$ cat config.mk
export PLATFORM = sky130hd
export DESIGN_NAME = drum_step_sequencer
export DESIGN_NICKNAME = d
export VERILOG_FILES = /design/src/rtl/drum_step_sequencer.sv
export SDC_FILE = /design/constraint.sdc
export NUM_CORES = 1
export LEC_CHECK = 0
export ABC_AREA = 1
export BUFFER_PORTS_ARGS = -buffer_cell sky130_fd_sc_hd__buf_4
export CAP_MARGIN = 40
export CORE_MARGIN = 10
export CORE_UTILIZATION = 40
export CTS_BUF_LIST = sky130_fd_sc_hd__clkbuf_4 sky130_fd_sc_hd__clkbuf_8
export CTS_CLUSTER_DIAMETER = 150
export DETAILED_ROUTE_END_ITERATION = 7
export PLACE_DENSITY = 0.64
export SLEW_MARGIN = 20
export SYNTH_ARGS = -nofsm -noshare
export SYNTH_HDL_FRONTEND = slang
export SYNTH_SLANG_ARGS = --single-unit
export TNS_END_PERCENT = 20
$ cat constraint.sdc
create_clock -name clk -period 3.1 [get_ports clk]
set_clock_uncertainty 0.15 [all_clocks]
set_input_delay 0.155 -clock clk [delete_from_list [all_inputs] [get_ports clk]]
set_output_delay 0.155 -clock clk [all_outputs]
set_load 0.05 [all_outputs]
$ cat src/rtl/drum_step_sequencer.sv
// Purpose: drum pattern store (STEPS x TRACKS) with edit toggling, tempo playback and raw pad pass-through.
// Latency: trig/step/step_tick are registered (1 clock after the deciding edge); pattern_col is a combinational read.
// Backpressure: none; strobes and triggers are single-cycle pulses that consumers must accept when issued.
module drum_step_sequencer #(
    parameter int TRACKS = 4,
    parameter int STEPS  = 8,
    parameter int SW     = $clog2(STEPS)
) (
    input  logic              clk,
    input  logic              rst_n,
    input  logic [1:0]        mode_i,
    input  logic [TRACKS-1:0] pad_i,
    input  logic [SW-1:0]     sel_step_i,
    input  logic              clear_i,
    input  logic [15:0]       period_i,
    output logic [TRACKS-1:0] trig_o,
    output logic [SW-1:0]     step_o,
    output logic              step_tick_o,
    output logic [TRACKS-1:0] pattern_col_o
);

    typedef enum logic [1:0] {
        S_EDIT = 2'd0,
        S_PLAY = 2'd1,
        S_RAW  = 2'd2
    } state_t;

    typedef logic [STEPS-1:0][TRACKS-1:0] pattern_t;

    state_t            state_q, state_d;
    pattern_t          pattern_q, pattern_d;
    logic [15:0]       cnt_q, cnt_d;
    logic [SW-1:0]     step_q, step_d;
    logic [TRACKS-1:0] trig_q, trig_d;
    logic              tick_q, tick_d;

    // Next state and outputs: mode picks the state every edge; playback reads the pre-edge pattern.
    always_comb begin
        state_d   = S_EDIT;
        pattern_d = pattern_q;
        cnt_d     = '0;
        step_d    = '0;
        trig_d    = '0;
        tick_d    = 1'b0;

        case (mode_i)
            2'd1:    state_d = S_PLAY;
            2'd2:    state_d = S_RAW;
            default: state_d = S_EDIT;
        endcase

        case (state_d)
            S_PLAY: begin
                if (state_q != S_PLAY) begin
                    // Entry: issue step 0 immediately.
                    trig_d = pattern_q[0];
                    tick_d = 1'b1;
                end else if (cnt_q >= period_i) begin
                    // >= so a lowered period advances at once instead of wrapping the counter.
                    step_d = step_q + SW'(1);
                    trig_d = pattern_q[step_d];
                    tick_d = 1'b1;
                end else begin
                    cnt_d  = cnt_q + 16'd1;
                    step_d = step_q;
                end
            end
            S_RAW: begin
                trig_d = pad_i;
            end
            default: begin
                pattern_d[sel_step_i] = pattern_q[sel_step_i] ^ pad_i;
            end
        endcase

        // Clear wins over a same-cycle toggle.
        if (clear_i) begin
            pattern_d = '0;
        end
    end

    // State, pattern and registered outputs.
    always_ff @(posedge clk or negedge rst_n) begin
        if (!rst_n) begin
            state_q   <= S_EDIT;
            pattern_q <= '0;
            cnt_q     <= '0;
            step_q    <= '0;
            trig_q    <= '0;
            tick_q    <= 1'b0;
        end else begin
            state_q   <= state_d;
            pattern_q <= pattern_d;
            cnt_q     <= cnt_d;
            step_q    <= step_d;
            trig_q    <= trig_d;
            tick_q    <= tick_d;
        end
    end

    assign trig_o        = trig_q;
    assign step_o        = step_q;
    assign step_tick_o   = tick_q;
    assign pattern_col_o = pattern_q[sel_step_i];

endmodule

Word level (Yosys, flattened, before mapping) --
Index checks and enable logic that the tools add are counted.
Storage, ports and cells: flip-flop bits (word level) 58, bits of input ports 28, output and inout port bits 12, logic and storage cells 51
Operators by class: add/sub/neg operators 2, order comparisons 4, equal/unequal tests 7, mux-type cells 22, bitwise gates (word level) 1, reduce and logical (&&, ||, !) cells 2
Operator list (number):
- 32-bit 2-to-1 mux | 2
- 16-bit 2-to-1 mux | 3
- 32-bit bitwise mux | 1
- 4-bit binary-select mux with 3-bit select | 2
- 4-bit 2-to-1 mux | 5
- 16-bit by 1-bit adder with 16-bit output (second input constant) | 1
- 16-bit greater-or-equal comparator | 1
- 4-bit demux with 3-bit select | 1
- 3-bit 2-to-1 mux | 3
- 3-bit by 4-bit < comparator with 1-bit output (second input constant) | 2
- 4-bit case mux with 2 select lines | 1
- 2-bit by 1-bit equality test with 1-bit output (second input constant) | 2
- 2-bit equality test (second input constant) | 2
- 2-bit by 1-bit inequality test with 1-bit output (second input constant) | 2
- 2-bit case mux with 2 select lines | 1
- 4-bit bitwise XOR | 1
- 3-bit by 1-bit adder with 3-bit output (second input constant) | 1
- 3-bit by 1-bit greater-or-equal comparator with 1-bit output (second input constant) | 1
- 1-bit 2-to-1 mux | 3
- 3-bit inequality test (second input constant) | 1
- 2-bit OR reduction | 1
- 1-bit logical AND | 1

Longest topological paths before layout --
depth after elaboration 7, mapped depth 13, depth with buffers taken out 13

Worst setup path after synthesis --
No wires, ideal clock.
kind reg-to-reg, start point register step_q[0], in the netlist step_o[0], end point register trig_q[1], in the netlist trig_o[1], library setup time 0.136 ns, arrival 1.774 ns, required time 2.814 ns, path slack 1.040 ns, stages on the path, launching flop included 12, path buffers 1, clock period less this slack 2.060 ns, path through dfrtp_1 -> ha_1 -> buf_2 -> clkinv_1 -> a21oi_1 -> o21ai_0 -> nand2_1 -> nand2_1 -> nand2_1 -> nor2_1 -> nand3_1 -> a21oi_1
Between the ends: word-level cells in the longest chain between the ends 6
RTL lines:
- start, declared | line 33 | logic [SW-1:0] step_q, step_d;
- start signal, assigned | line 95 | step_q <= step_d;
- 3-bit by 1-bit adder with 3-bit output | line 60 | step_d = step_q + SW'(1);
- 4-bit binary-select mux with 3-bit select | line 61 | trig_d = pattern_q[step_d];
- 4-bit 2-to-1 mux (implied by the code) | line 61
- 4-bit 2-to-1 mux | line 58 | end else if (cnt_q >= period_i) begin
- 4-bit 2-to-1 mux | line 54 | if (state_q != S_PLAY) begin
- 4-bit case mux with 2 select lines | line 52 | case (state_d)
- via trig_d[1] | line 34 | logic [TRACKS-1:0] trig_q, trig_d;
- end signal, assigned | line 96 | trig_q <= trig_d;
- end, declared | line 34
The timed path passes the listed nets, and every way through them passes these cells. The select of a mux whose other input is x is not followed. A chain may end at the register's enable or synchronous reset.

Final worst setup path --
start point register cnt_q[13], end point register cnt_q[3]
Between the ends: word-level cells in the longest chain between the ends 4
RTL lines:
- start, declared | line 32 | logic [15:0] cnt_q, cnt_d;
- start signal, assigned | line 94 | cnt_q <= cnt_d;
- 16-bit greater-or-equal comparator | line 58
- 16-bit 2-to-1 mux | line 58
- 16-bit 2-to-1 mux | line 54
- 16-bit 2-to-1 mux | line 52
- via cnt_d[3] | line 32
The timed path passes the listed nets, and every way through them passes these cells.

==> run_results.csv <==
group,metric,value,unit
floorplan,die_x,117,µm
drt,drc,0,
synth,synth.distinct_cells,33,
synth,ys_seq_area_share,39.0,%
timing,finalSetupViolCount,0,
timing,setup_tns,0,ns
setup_path,slowest_delay,0.42,ns
floorplan,io-pin-count,40,
cts,cts_buffer_depth,2,
drt,via_per_inst,5.24,
run_status,status,"finished clean",
timing,rsz0062_at_grt,"no",
global_routing,grt_pass1_vias,3408,
final_layout,layout-drive-gt1-share,13.1,%
setup_path,critPathBufInv,1,
cts,cts_resized,0,
pwr,peakVddDrop,0.313,mV
final_layout,final_core_util,48.1,%
timing,maxSlewHeadroom,51.4,%
placement,dp.cells,667,
pwr,finalPower,1.82,mW
timing,holdWs,0.0163,ns
final_layout,final_cell_mix,"171 x nand2_1, 60 x inv_1, 59 x nand3_1",
synth,synth-simple-area-share,35.5,%
setup_path,crit_type,"flip-flop to flip-flop",
timing,period_share,70.7,%
synth,yosys_warnings,0,
setup_path,cp.required,3.20,ns
setup_path,reg2reg_depth,8,
synth,synthCells,528,
floorplan,initial_core_util,40.7,%
final_layout,diodes,0,
setup_path,critPathSlowestCell,"dfrtp_1",
timing,hold_viol,0,
placement,portBuffers,39,
final_layout,layoutNonFillerInstCount,689,
cts,h-tree-depth,3,
setup_path,rr_endpoint,"cnt_q[3]$_DFF_PN0_",
setup_path,crit_chain,"ha_1, nand2_1, inv_1, o21ai_0, nand3_1, nor2_1, nand3_2, nor3b_1",
synth,synthMuxAreaShare,0,%
pwr,p_per_area,413,nW/µm²
cts,clk_pin_slew_worst_paths,0.07,ns
floorplan,num_rows,35,
setup_path,timing.rr.start,"cnt_q[13]$_DFF_PN0_",
drt,drt_iter0_drc,319,
synth,synth_xor_area_share,1.65,%
synth,syn-num-nets,577,
global_routing,grtUsageTotal,15.6,%
setup_path,crit_path_end_kind,"flip-flop",
drt,wl_per_cell,14.8,µm
drt,drt-pass1-iter-count,5,
cts,clkLatencyLatePin,0.35,ns
timing,fin_crit,2.19,ns
final_layout,fill_cells,901,
placement,place_congestion,0.934,
synth,synth-compound-area-share,8.43,%
placement,place_hpwl,7550,µm
setup_path,crit_path_start,"cnt_q[13]$_DFF_PN0_",
synth,syn_area,3730,µm²
timing,worstMarginPinSlew,0.729,ns
final_layout,nets,622,
drt,vias,3608,
min_path,hold_class,"input port to flip-flop",
setup_path,cp_max_fo,19,
global_routing,grt_antenna_before_repair,0,
global_routing,grt_pass1_wl,16800,µm
setup_path,endpoint,"cnt_q[3]$_DFF_PN0_",
floorplan,dieArea,13600,µm²
run,drv_cap,0,
drt,ant_nets,0,
pwr,p_leak,2.34,nW
synth,synth-seq-cells,58,
floorplan,core,9150,µm²
timing,max_freq,457,MHz
global_routing,grt_max_degree,59,
timing,report.final.slew_viol_count,0,
setup_path,worst_setup_path_start_kind,"flip-flop",
setup_path,r2r_slack,0.91,ns
setup_path,critical_path_cell_count,8,
final_layout,area_delta_synth_final,18.1,%
global_routing,grt_overflow,0,
final_layout,mostFrequentLayoutCell,"nand2_1",
synth,synth_fa_ha_area_share,7.05,%
cts,numCtsBuffers,9,
synth,synth_top_family_by_area,"simple AND/OR/NAND/NOR gates",
cts,clock_sinks,58,
setup_path,cp_top_family,"simple AND/OR/NAND/NOR gates",
drt,drt_wl_total,10200,µm
setup_path,arrival,2.29,ns
synth,avgSynthCellArea,7.06,µm²
cts,cts_tree,"built",
cts,clockRootBuffer,"clkbuf_8",
floorplan,die_h,117,µm
## cells by family (layout without fill, tap and decap cells)
logic type,count (synthesis),in the layout
AOI/OAI and AO/OA,58,58
adders and majority gates,21,21
xor gates and xnor gates,7,7
buffers and inverters,81,131
DFF,58,58
and+or+nand+nor,303,303
## where the power goes
group / leakage (nW) / internal (mW) / switching (mW)
combinational: 1.41 / 0.0711 / 0.143
clock: 0.120 / 0.506 / 0.313
sequential: 0.802 / 0.772 / 0.0126
## Yosys cell counts, drive strengths merged
cell / number / area [µm²]
clkinv: 2 / 7.51
dfrtp: 58 / 1450
o22ai: 2 / 12.5
ha: 21 / 263
nor4: 1 / 6.26
and3: 1 / 6.26
nand3b: 3 / 30.0
nor3: 5 / 25.0
a21oi: 29 / 145
clkbuf: 5 / 18.8
nand4: 7 / 43.8
or2: 1 / 6.26
a21boi: 1 / 7.51
o21a: 1 / 7.51
o21ai: 20 / 100
a31oi: 1 / 6.26
nand2: 177 / 684
o2bb2ai: 4 / 35.0
nor2: 44 / 170
buf: 7 / 37.5
xnor2: 3 / 26.3
xor2: 4 / 35.0
nor3b: 3 / 33.8
inv: 67 / 252
nand3: 61 / 315
## registers in the layout (all words and copies together), names as in the netlist
register     cells
cnt_q           16
step_tick_o      1
step_o           3
trig_o           4
state_q          2
pattern_q       32
## area by class of cell
type	instances	area (µm²)	share of cell area [%]
inverter	69	259	5.88
multi-input combinational	389	1960	44.5
sequential	58	1450	33.0
clock inverter	4	73.8	1.68
clock buffer	12	159	3.61
tap	111	139	3.16
timing repair buffer	46	360	8.19
## how the worst min path moves through the flow
stage	start	endpoint	slack, ns	cells after the start
after floorplan	rst_n	cnt_q[0]$_DFF_PN0_	-0.29	0
after global placement	rst_n	cnt_q[14]$_DFF_PN0_	0.12	1
after detailed placement	rst_n	cnt_q[14]$_DFF_PN0_	0.12	1
after CTS	mode_i[0]	state_q[1]$_DFF_PN0_	0.004	3
after global routing	mode_i[0]	state_q[1]$_DFF_PN0_	0.03	3
final	mode_i[0]	state_q[1]$_DFF_PN0_	0.02	3
## what timing repair did
action | CTS | global route
endpoints found under the hold margin | 63 | 0
buffers inserted | 0 | 0
hold buffers | 6 | 0
## through the flow
stage	setup slack [ns]	area, µm²
finish	0.910	4400
detailed placement	0.895	4110
global route	0.614	4400
CTS	0.884	4400
floorplan	1.04	3730
global placement	0.948	4110
## tightest hold or removal path: stages
cell	delay, ns
buf_4	0.08
inv_1	0.05
ha_1	0.18
## metal layers
metal  track usage [%]  vias up  part of all wire [%]
met3              3.24       16                   6.9
met1              21.3     1667                    47
li1                  -     1789                     -
met2              24.2      136                    45
met5                 0        -                     0
met4              5.00        0                   1.4
(Power assumes the default switching activity.)
